`src/rtl/axi4_lite_pkg.sv`:
```
// Shared AXI4-Lite response codes, demux FSM state encodings and the default
// slave-select field position.
package axi4_lite_pkg;

  localparam logic [1:0] RESP_OKAY   = 2'b00;
  localparam logic [1:0] RESP_SLVERR = 2'b10;
  localparam logic [1:0] RESP_DECERR = 2'b11;

  localparam int DEF_SEL_MSB = 31;
  localparam int DEF_SEL_LSB = 28;
  localparam int IDX_W       = 4;

  typedef enum logic [1:0] {WR_IDLE, WR_FWD, WR_RESP, WR_ERR} wr_state_e;
  typedef enum logic [1:0] {RD_IDLE, RD_ADDR, RD_DATA, RD_ERR} rd_state_e;

endpackage

```
`src/rtl/axi4_lite_addr_decode.sv`:
```
// Combinational address decode: extracts addr[SEL_MSB:SEL_LSB] as the slave
// index and flags whether that index names an existing slave.
module axi4_lite_addr_decode
  import axi4_lite_pkg::*;
#(
  parameter int NUM_SLAVES = 2,
  parameter int SEL_MSB    = DEF_SEL_MSB,
  parameter int SEL_LSB    = DEF_SEL_LSB
) (
  input  logic [31:0]      addr,
  output logic [IDX_W-1:0] idx,
  output logic             mapped
);

  localparam int               FIELD_W    = SEL_MSB - SEL_LSB + 1;
  localparam int               MASK_I     = (1 << FIELD_W) - 1;
  localparam logic [IDX_W-1:0] FIELD_MASK = MASK_I[IDX_W-1:0];
  localparam logic [IDX_W:0]   NS         = NUM_SLAVES[IDX_W:0];

  logic [31:0] shifted;
  logic        unused_hi;

  always_comb begin
    shifted = addr >> SEL_LSB;
    idx     = shifted[IDX_W-1:0] & FIELD_MASK;
    mapped  = ({1'b0, idx} < NS);
  end

  assign unused_hi = ^shifted[31:IDX_W];

endmodule

```
`src/rtl/axi4_lite_addr_demux.sv`:
```
// AXI4-Lite 1:N address demultiplexer with independent write and read FSMs.
// Optional watchdog enabled by defining AXI_DEMUX_TIMEOUT_EN.
module axi4_lite_addr_demux
  import axi4_lite_pkg::*;
#(
  parameter int NUM_SLAVES     = 2,
  parameter int SEL_MSB        = DEF_SEL_MSB,
  parameter int SEL_LSB        = DEF_SEL_LSB,
  parameter int TIMEOUT_CYCLES = 256
) (
  input  logic                     clk,
  input  logic                     reset,
  input  logic                     axi_awvalid,
  output logic                     axi_awready,
  input  logic [31:0]              axi_awaddr,
  input  logic [2:0]               axi_awprot,
  input  logic                     axi_wvalid,
  output logic                     axi_wready,
  input  logic [31:0]              axi_wdata,
  input  logic [3:0]               axi_wstrb,
  output logic                     axi_bvalid,
  input  logic                     axi_bready,
  output logic [1:0]               axi_bresp,
  input  logic                     axi_arvalid,
  output logic                     axi_arready,
  input  logic [31:0]              axi_araddr,
  input  logic [2:0]               axi_arprot,
  output logic                     axi_rvalid,
  input  logic                     axi_rready,
  output logic [31:0]              axi_rdata,
  output logic [1:0]               axi_rresp,
  output logic [NUM_SLAVES-1:0]    s_awvalid,
  input  logic [NUM_SLAVES-1:0]    s_awready,
  output logic [31:0]              s_awaddr,
  output logic [2:0]               s_awprot,
  output logic [NUM_SLAVES-1:0]    s_wvalid,
  input  logic [NUM_SLAVES-1:0]    s_wready,
  output logic [31:0]              s_wdata,
  output logic [3:0]               s_wstrb,
  input  logic [NUM_SLAVES-1:0]    s_bvalid,
  output logic [NUM_SLAVES-1:0]    s_bready,
  input  logic [2*NUM_SLAVES-1:0]  s_bresp,
  output logic [NUM_SLAVES-1:0]    s_arvalid,
  input  logic [NUM_SLAVES-1:0]    s_arready,
  output logic [31:0]              s_araddr,
  output logic [2:0]               s_arprot,
  input  logic [NUM_SLAVES-1:0]    s_rvalid,
  output logic [NUM_SLAVES-1:0]    s_rready,
  input  logic [32*NUM_SLAVES-1:0] s_rdata,
  input  logic [2*NUM_SLAVES-1:0]  s_rresp
);

  wr_state_e        wr_q, wr_d;
  rd_state_e        rd_q, rd_d;
  logic             aw_done_q, aw_done_d, w_done_q, w_done_d;
  logic [31:0]      waddr_q, waddr_d, wdata_q, wdata_d, raddr_q, raddr_d;
  logic [2:0]       wprot_q, wprot_d, rprot_q, rprot_d;
  logic [3:0]       wstrb_q, wstrb_d;
  logic [IDX_W-1:0] widx_q, widx_d, ridx_q, ridx_d;
  logic [1:0]       werr_q, werr_d, rerr_q, rerr_d;

  logic [IDX_W-1:0] wdec_idx, rdec_idx;
  logic             wdec_mapped, rdec_mapped;
  logic             wr_hs, rd_hs, aw_fire, w_fire;
  logic             wr_timeout, rd_timeout;

  logic [NUM_SLAVES-1:0] wsel, rsel;
  logic                  ws_awready, ws_wready, ws_bvalid, rs_arready, rs_rvalid;
  logic [1:0]            ws_bresp, rs_rresp;
  logic [31:0]           rs_rdata;

  axi4_lite_addr_decode #(.NUM_SLAVES(NUM_SLAVES), .SEL_MSB(SEL_MSB), .SEL_LSB(SEL_LSB))
    u_wr_decode (.addr(axi_awaddr), .idx(wdec_idx), .mapped(wdec_mapped));

  axi4_lite_addr_decode #(.NUM_SLAVES(NUM_SLAVES), .SEL_MSB(SEL_MSB), .SEL_LSB(SEL_LSB))
    u_rd_decode (.addr(axi_araddr), .idx(rdec_idx), .mapped(rdec_mapped));

  // Select the registered slave's response signals; unselected slaves are ignored.
  always_comb begin
    wsel       = '0;
    rsel       = '0;
    ws_awready = 1'b0;
    ws_wready  = 1'b0;
    ws_bvalid  = 1'b0;
    ws_bresp   = RESP_OKAY;
    rs_arready = 1'b0;
    rs_rvalid  = 1'b0;
    rs_rresp   = RESP_OKAY;
    rs_rdata   = '0;
    for (int k = 0; k < NUM_SLAVES; k++) begin
      if (widx_q == IDX_W'(k)) begin
        wsel[k]    = 1'b1;
        ws_awready = s_awready[k];
        ws_wready  = s_wready[k];
        ws_bvalid  = s_bvalid[k];
        ws_bresp   = s_bresp[2*k +: 2];
      end
      if (ridx_q == IDX_W'(k)) begin
        rsel[k]    = 1'b1;
        rs_arready = s_arready[k];
        rs_rvalid  = s_rvalid[k];
        rs_rresp   = s_rresp[2*k +: 2];
        rs_rdata   = s_rdata[32*k +: 32];
      end
    end
  end

`ifdef AXI_DEMUX_TIMEOUT_EN
  localparam int              CNT_W    = $clog2(TIMEOUT_CYCLES + 1);
  localparam logic [CNT_W-1:0] CNT_LOAD = CNT_W'(TIMEOUT_CYCLES - 1);

  logic [CNT_W-1:0] wcnt_q, wcnt_d, rcnt_q, rcnt_d;

  // Counters sit at the load value while idle and run down once a request leaves IDLE.
  always_comb begin
    wcnt_d = wcnt_q;
    rcnt_d = rcnt_q;
    if (wr_q == WR_IDLE)      wcnt_d = CNT_LOAD;
    else if (wcnt_q != '0)    wcnt_d = wcnt_q - CNT_W'(1);
    if (rd_q == RD_IDLE)      rcnt_d = CNT_LOAD;
    else if (rcnt_q != '0)    rcnt_d = rcnt_q - CNT_W'(1);
  end

  always_ff @(posedge clk or posedge reset) begin
    if (reset) begin
      wcnt_q <= CNT_LOAD;
      rcnt_q <= CNT_LOAD;
    end else begin
      wcnt_q <= wcnt_d;
      rcnt_q <= rcnt_d;
    end
  end

  assign wr_timeout = (wcnt_q == '0);
  assign rd_timeout = (rcnt_q == '0);
`else
  localparam int unused_timeout = TIMEOUT_CYCLES;
  assign wr_timeout = 1'b0;
  assign rd_timeout = 1'b0;
`endif

  always_comb begin
    wr_d        = wr_q;
    aw_done_d   = aw_done_q;
    w_done_d    = w_done_q;
    waddr_d     = waddr_q;
    wprot_d     = wprot_q;
    wdata_d     = wdata_q;
    wstrb_d     = wstrb_q;
    widx_d      = widx_q;
    werr_d      = werr_q;
    wr_hs       = 1'b0;
    aw_fire     = 1'b0;
    w_fire      = 1'b0;
    axi_awready = 1'b0;
    axi_wready  = 1'b0;
    axi_bvalid  = 1'b0;
    axi_bresp   = RESP_OKAY;
    s_awvalid   = '0;
    s_wvalid    = '0;
    s_bready    = '0;
    case (wr_q)
      WR_IDLE: begin
        wr_hs       = axi_awvalid & axi_wvalid & ~reset;
        axi_awready = wr_hs;
        axi_wready  = wr_hs;
        if (wr_hs) begin
          waddr_d   = axi_awaddr;
          wprot_d   = axi_awprot;
          wdata_d   = axi_wdata;
          wstrb_d   = axi_wstrb;
          widx_d    = wdec_idx;
          aw_done_d = 1'b0;
          w_done_d  = 1'b0;
          werr_d    = RESP_DECERR;
          wr_d      = wdec_mapped ? WR_FWD : WR_ERR;
        end
      end
      WR_FWD: begin
        s_awvalid = wsel & {NUM_SLAVES{~aw_done_q}};
        s_wvalid  = wsel & {NUM_SLAVES{~w_done_q}};
        aw_fire   = ~aw_done_q & ws_awready;
        w_fire    = ~w_done_q & ws_wready;
        if (aw_fire) aw_done_d = 1'b1;
        if (w_fire)  w_done_d  = 1'b1;
        if ((aw_done_q | aw_fire) & (w_done_q | w_fire)) begin
          wr_d = WR_RESP;
        end else if (wr_timeout) begin
          werr_d = RESP_SLVERR;
          wr_d   = WR_ERR;
        end
      end
      WR_RESP: begin
        axi_bvalid = ws_bvalid;
        axi_bresp  = ws_bresp;
        s_bready   = wsel & {NUM_SLAVES{axi_bready}};
        if (ws_bvalid & axi_bready) begin
          wr_d = WR_IDLE;
        end else if (wr_timeout) begin
          werr_d = RESP_SLVERR;
          wr_d   = WR_ERR;
        end
      end
      WR_ERR: begin
        axi_bvalid = 1'b1;
        axi_bresp  = werr_q;
        if (axi_bready) wr_d = WR_IDLE;
      end
      default: wr_d = WR_IDLE;
    endcase
  end

  always_comb begin
    rd_d        = rd_q;
    raddr_d     = raddr_q;
    rprot_d     = rprot_q;
    ridx_d      = ridx_q;
    rerr_d      = rerr_q;
    rd_hs       = 1'b0;
    axi_arready = 1'b0;
    axi_rvalid  = 1'b0;
    axi_rdata   = '0;
    axi_rresp   = RESP_OKAY;
    s_arvalid   = '0;
    s_rready    = '0;
    case (rd_q)
      RD_IDLE: begin
        rd_hs       = axi_arvalid & ~reset;
        axi_arready = rd_hs;
        if (rd_hs) begin
          raddr_d = axi_araddr;
          rprot_d = axi_arprot;
          ridx_d  = rdec_idx;
          rerr_d  = RESP_DECERR;
          rd_d    = rdec_mapped ? RD_ADDR : RD_ERR;
        end
      end
      RD_ADDR: begin
        s_arvalid = rsel;
        if (rs_arready) begin
          rd_d = RD_DATA;
        end else if (rd_timeout) begin
          rerr_d = RESP_SLVERR;
          rd_d   = RD_ERR;
        end
      end
      RD_DATA: begin
        axi_rvalid = rs_rvalid;
        axi_rdata  = rs_rdata;
        axi_rresp  = rs_rresp;
        s_rready   = rsel & {NUM_SLAVES{axi_rready}};
        if (rs_rvalid & axi_rready) begin
          rd_d = RD_IDLE;
        end else if (rd_timeout) begin
          rerr_d = RESP_SLVERR;
          rd_d   = RD_ERR;
        end
      end
      RD_ERR: begin
        axi_rvalid = 1'b1;
        axi_rresp  = rerr_q;
        if (axi_rready) rd_d = RD_IDLE;
      end
      default: rd_d = RD_IDLE;
    endcase
  end

  always_ff @(posedge clk or posedge reset) begin
    if (reset) begin
      wr_q      <= WR_IDLE;
      rd_q      <= RD_IDLE;
      aw_done_q <= 1'b0;
      w_done_q  <= 1'b0;
      waddr_q   <= '0;
      wprot_q   <= '0;
      wdata_q   <= '0;
      wstrb_q   <= '0;
      widx_q    <= '0;
      werr_q    <= RESP_DECERR;
      raddr_q   <= '0;
      rprot_q   <= '0;
      ridx_q    <= '0;
      rerr_q    <= RESP_DECERR;
    end else begin
      wr_q      <= wr_d;
      rd_q      <= rd_d;
      aw_done_q <= aw_done_d;
      w_done_q  <= w_done_d;
      waddr_q   <= waddr_d;
      wprot_q   <= wprot_d;
      wdata_q   <= wdata_d;
      wstrb_q   <= wstrb_d;
      widx_q    <= widx_d;
      werr_q    <= werr_d;
      raddr_q   <= raddr_d;
      rprot_q   <= rprot_d;
      ridx_q    <= ridx_d;
      rerr_q    <= rerr_d;
    end
  end

  assign s_awaddr = waddr_q;
  assign s_awprot = wprot_q;
  assign s_wdata  = wdata_q;
  assign s_wstrb  = wstrb_q;
  assign s_araddr = raddr_q;
  assign s_arprot = rprot_q;

endmodule
```
`config.mk`:
```
export PLATFORM = sky130hd
export DESIGN_NAME = axi4_lite_addr_demux
export DESIGN_NICKNAME = d
export VERILOG_FILES = /design/src/rtl/axi4_lite_pkg.sv /design/src/rtl/axi4_lite_addr_decode.sv /design/src/rtl/axi4_lite_addr_demux.sv
export SDC_FILE = /design/constraint.sdc
export NUM_CORES = 1
export LEC_CHECK = 0
export CORE_AREA = 2 2 138 140
export CTS_CLUSTER_DIAMETER = 100
export DETAILED_ROUTE_END_ITERATION = 8
export DIE_AREA = 0 0 140 142
export PLACE_DENSITY = 0.69
export SYNTH_ARGS = -nofsm -noshare
export SYNTH_HDL_FRONTEND = slang
export SYNTH_SLANG_ARGS = --single-unit
```
`constraint.sdc`:
```
create_clock -name clk -period 4 [get_ports clk]
set_input_delay 0.8 -clock clk [delete_from_list [all_inputs] [get_ports clk]]
set_output_delay 0.8 -clock clk [all_outputs]
set_load 0.1 [all_outputs]
```
Yosys cells after proc, flatten, opt, wreduce, memory -nomap -nowiden:

Index checks and enable logic that the tools add are counted.

* bits of input ports: 195
* register bits after elaboration: 120

* bitwise gates (word level): 17
* mux-type cells: 49
* reduce and logical (&&, ||, !) cells: 11
* eq/ne operators: 18
* magnitude comparators: 2

Operators by type and width (number)
* $mux 32: 3
* $mux 2: 19
* $ne 2x2->1 const B: 10
* $mux 1: 19
* $pmux 2 s4: 2
* $and 1x1->1: 8
* $and 2x2->2: 4
* $eq 2x2->1 const B: 4
* $eq 4x1->1 const B: 2
* $logic_not 4->1: 2
* $lt 4x2->1 const B: 2
* $pmux 1 s2: 4
* $pmux 2 s2: 2
* $reduce_and 4->1: 2
* $reduce_and 3->1: 2
* $eq 2x1->1 const B: 2
* $logic_not 2->1: 2
* $reduce_and 2->1: 2
* $not 1->1: 3
* $or 1x1->1: 2
* $reduce_bool 2->1: 1

Logic depth before layout (Yosys ltp):

* depth after elaboration: 8
* mapped depth: 7
* mapped depth without buffers: 5

Hierarchy:

Synthesis repeated with hierarchy kept, for this count alone.

* cells, all modules: 555
* area, all modules: 5335.1 um2

By module, submodules not included
* axi4_lite_addr_demux: times used 1, cells each 545, area each 5255.0 um2
* axi4_lite_addr_decode: times used 2, cells each 5, area each 40.0 um2

Least setup slack after synthesis:

Ideal clock, no wire load.

* kind: register -> output
* start: register s_araddr[28] (netlist name)
* end: output s_arvalid[0]
* setup slack: -1.374 ns
* data required time: 3.200 ns
* stages on the path, launching flop included: 5
* data arrival time: 4.574 ns
* cells stage by stage: dfrtp_1 > buf_2 > buf_2 > buf_2 > nor4b_1

RTL lines
* end: declaration: line axi4_lite_addr_demux.sv:43 `output logic [NUM_SLAVES-1:0] s_arvalid,`

Final worst setup path:

* start: input reset
* end: output axi_wready

* longest elaborated chain between the ends: 3

RTL lines
* start: declaration: line axi4_lite_addr_demux.sv:12 `input logic reset,`
* $not 1->1: line axi4_lite_addr_demux.sv:164 `wr_hs = axi_awvalid & axi_wvalid & ~reset;`
* $and 1x1->1: line axi4_lite_addr_demux.sv:164
* $mux 1: line axi4_lite_addr_demux.sv:162 `case (wr_q)`
* end: declaration: line axi4_lite_addr_demux.sv:18 `output logic axi_wready,`

No other way between the ends.

==> run_summary.xml <==
<?xml version="1.0" encoding="UTF-8"?>
<metrics>
  <group name="worst_setup_path">
    <metric name="worst-r2r-cell-count" unit="">4</metric>
    <metric name="cp-start-kind" unit="">input port</metric>
    <metric name="worst_path_fanout_max" unit="">9</metric>
    <metric name="timing_worst_setup_path_type" unit="">input port to output pin</metric>
    <metric name="worst-endpoint-required" unit="ns">3.20</metric>
    <metric name="reg2reg_to" unit="">s_wdata[18]</metric>
    <metric name="arrival" unit="ns">2.25</metric>
    <metric name="worstSetupEndpointType" unit="">output pin</metric>
    <metric name="regToRegSetupSlack" unit="ns">1.97</metric>
    <metric name="reg2reg_from" unit="">wr_q[0]</metric>
  </group>
  <group name="sta">
    <metric name="post-route-period-util" unit="%">76.16</metric>
    <metric name="timing.final.crit_period" unit="ns">3.046</metric>
    <metric name="relSlewSlack" unit="%">29.69</metric>
    <metric name="drv_slew" unit="">0</metric>
    <metric name="post_route_skew" unit="ns">0.005489</metric>
    <metric name="report.final.hold_viol_count" unit="">0</metric>
    <metric name="pin_slew_with_the_least_headroom_to_its_limit" unit="ns">1.051</metric>
    <metric name="achievable-frequency" unit="MHz">328.3</metric>
    <metric name="rsz_0062_raised_after_global_routing" unit="">no</metric>
    <metric name="setup_violations" unit="">0</metric>
  </group>
  <group name="logic_synthesis">
    <metric name="synth-seq-area-share" unit="%">54.75</metric>
    <metric name="yosys_warnings" unit="">0</metric>
    <metric name="postSynthRegisterBits" unit="">112</metric>
    <metric name="synth_area" unit="sq um">5119</metric>
    <metric name="synth.avg_cell_area" unit="sq um">13.58</metric>
    <metric name="mappedNetlistNets" unit="">572</metric>
    <metric name="post_synth_num_cell_types" unit="">40</metric>
    <metric name="synth_cells" unit="">377</metric>
  </group>
  <group name="hold_path">
    <metric name="timing.hold.worst_path_depth" unit="">1</metric>
    <metric name="min-delay-start" unit="">s_wdata[1]</metric>
    <metric name="hold_end" unit="">s_wdata[1]</metric>
    <metric name="min_path_type" unit="">flip-flop to flip-flop</metric>
  </group>
  <group name="cells_and_area">
    <metric name="areaGrowthSynthToFinish" unit="%">77.34</metric>
    <metric name="layout.cells.most_common" unit="">clkdlybuf4s50_1</metric>
    <metric name="layout-drive-gt1-share" unit="%">18.26</metric>
    <metric name="area_used_by_multi_input_combinational_logic" unit="sq um">2125</metric>
    <metric name="design.final.nets" unit="">913</metric>
    <metric name="seqCellArea" unit="sq um">2804</metric>
    <metric name="layout_common_cells" unit="">clkdlybuf4s50_1, dfrtp_1, mux2_1, buf_4, mux2_2</metric>
    <metric name="layout.core_utilization" unit="%">49.19</metric>
    <metric name="fill_cells" unit="">1614</metric>
    <metric name="diodes" unit="">0</metric>
  </group>
  <group name="placement">
    <metric name="port_buffers" unit="">351</metric>
    <metric name="hpwlAfterDp" unit="um">12790</metric>
    <metric name="place.gp.congestion" unit="">0.7901</metric>
  </group>
  <group name="cts">
    <metric name="clk_pin_slew" unit="ns">0.08</metric>
    <metric name="cts_inserted_buffers" unit="">9</metric>
    <metric name="h_tree_lvl_count" unit="">3</metric>
    <metric name="post_cts.repair.setup_buffers" unit="">0</metric>
    <metric name="clock-root-buffer" unit="">clkbuf_16</metric>
    <metric name="cts_hold_repair.buffers" unit="">0</metric>
    <metric name="max-clock-path-buffers" unit="">2</metric>
    <metric name="clock_tree_from_tritoncts" unit="">built</metric>
    <metric name="postCtsResizedCells" unit="">0</metric>
    <metric name="clock_sink_count" unit="">112</metric>
    <metric name="clk-insertion-delay-late" unit="ns">0.35</metric>
  </group>
  <group name="grt">
    <metric name="met2_usage" unit="%">29.32</metric>
    <metric name="grt.busiest_layer" unit="">met2</metric>
    <metric name="grt_max_degree" unit="">68</metric>
    <metric name="wire_length_of_the_first_global_routing_pass" unit="um">24910</metric>
    <metric name="grt-ovfl-total" unit="">0</metric>
    <metric name="aggregate_global_route_resource_usage" unit="%">16.04</metric>
    <metric name="grt_pass1_vias" unit="">4603</metric>
    <metric name="antenna_found_initial" unit="">0</metric>
    <metric name="grt_use_met3" unit="%">5.417</metric>
    <metric name="grt.met1_usage" unit="%">17.45</metric>
  </group>
  <group name="run_status">
    <metric name="failed_checks" unit="">DRC</metric>
    <metric name="status" unit="">complete, but fails checks</metric>
  </group>
  <group name="job">
    <metric name="maxCapViolations" unit="">0</metric>
  </group>
  <group name="route">
    <metric name="drt_iter0_drc" unit="">166</metric>
    <metric name="dr_total_vias" unit="">4289</metric>
    <metric name="drc" unit="">22</metric>
    <metric name="first_pass_iters" unit="">9</metric>
    <metric name="ant_nets" unit="">0</metric>
    <metric name="drt_wirelength" unit="um">16080</metric>
    <metric name="vias_per_cell" unit="">4.482</metric>
    <metric name="wl_per_cell" unit="um">16.81</metric>
  </group>
  <group name="die">
    <metric name="floorplan.die.width" unit="um">140</metric>
    <metric name="initial_utilization" unit="%">27.74</metric>
    <metric name="io-pin-count" unit="">352</metric>
    <metric name="dieHeight" unit="um">142</metric>
    <metric name="fp.coreArea" unit="sq um">18460</metric>
    <metric name="die_area" unit="sq um">19880</metric>
    <metric name="fp-row-count" unit="">50</metric>
  </group>
</metrics>
-- Yosys cell counts --
cell	instances	area (sq um)
buf_4	5	37.54
inv_1	3	11.26
buf_12	1	20.02
a211oi_1	1	7.510
and2_1	1	6.260
nand3b_1	1	7.510
o21ai_1	1	5.000
nor2_1	41	153.9
buf_2	4	20.02
nand3b_4	1	20.02
nor3_1	9	45.04
and4b_1	1	10.01
dfrtp_1	112	2803
buf_6	2	22.52
nand2b_1	1	6.260
mux2_2	48	540.5
nor4_1	1	6.260
buf_1	3	11.26
buf_8	5	75.07
a21oi_1	4	20.02
a22o_1	2	17.52
nor2b_1	2	12.51
o21ai_0	1	5.000
nor3_4	1	16.27
mux2i_1	40	400.4
a21o_1	1	7.510
nor4b_1	2	17.52
nor3b_1	3	22.52
or3_1	2	12.51
o22a_1	1	8.760
mux2_1	59	664.4
o21bai_1	1	7.510
nand2_1	2	7.510
o32ai_1	1	8.760
clkinv_2	1	5.000
or3_4	1	11.26
o21a_1	4	30.03
clkbuf_1	6	22.52
and3_1	1	6.260
a31oi_1	1	6.260
-- registers in the layout (all words and copies together), names as in the netlist, 2 cells and up --
register,flops
s_araddr,32
s_awprot,3
s_arprot,3
rd_q,2
s_wstrb,4
s_awaddr,32
s_wdata,32
wr_q,2
-- worst max-delay path by stage --
stage | from | endpoint | slack [ns] | depth (start not counted)
3_3_place_gp | reset | axi_wready | 0.97 | 5
4_1_cts | s_awaddr[28] | s_awaddr[28] | 0.93 | 1
2_1_floorplan | s_awaddr[29] | s_awvalid[0] | -0.10 | 3
5_1_grt | s_awaddr[28] | s_awaddr[28] | 0.87 | 1
3_5_place_dp | reset | axi_wready | 0.94 | 5
6_report | reset | axi_wready | 0.95 | 5
-- final cells by class --
| class | instances | share of cell area, % |
|---|---|---|
| timing repair buffer | 356 | 38.54 |
| clock buffer | 9 | 2.481 |
| clock inverter | 7 | 1.254 |
| sequential | 112 | 30.89 |
| inverter | 4 | 0.2068 |
| tap | 234 | 3.225 |
| multi-input combinational | 235 | 23.40 |
-- cell families (layout without fill, tap and decap cells) --
logic type / Yosys count / after routing / synth area share [%]
multiplexers: 147 / 147 / 31.36
flip-flops: 112 / 112 / 54.75
AND/OR/NAND/NOR: 70 / 70 / 7.065
buffers and inverters: 30 / 376 / 4.400
AO/OA/AOI/OAI: 18 / 18 / 2.420
-- metal layers --
| metal | share of wire [%] | up-vias |
|---|---|---|
| li1 | - | 2016 |
| met1 | 36 | 2044 |
| met3 | 8.8 | 27 |
| met4 | 2.3 | 0 |
| met2 | 53 | 202 |
| met5 | 0 | - |
-- critical path, cell delays in order --
cell and delay [ns]:
clkdlybuf4s50_1 0.49, nand3b_4 0.19, or3_4 0.35, clkinv_2 0.20, buf_12 0.21
-- metrics by stage --
step           cell area, sq um  hold slack (ns)  setup TNS, ns  cells  setup WS [ns]
6_report                   9077           0.4865              0    957         0.9536
3_5_place_dp               8738           0.4756              0    941         0.9439
4_1_cts                    9077           0.4945              0    957         0.9285
5_1_grt                    9077           0.5103              0    957         0.8689
3_3_place_gp               8738           0.4664              0    941         0.9684
2_1_floorplan              5152           0.5571        -0.2012    377        -0.1006
Power is not shown: default switching activity piles up to over one toggle a cycle in this logic, so the estimate is an artifact.
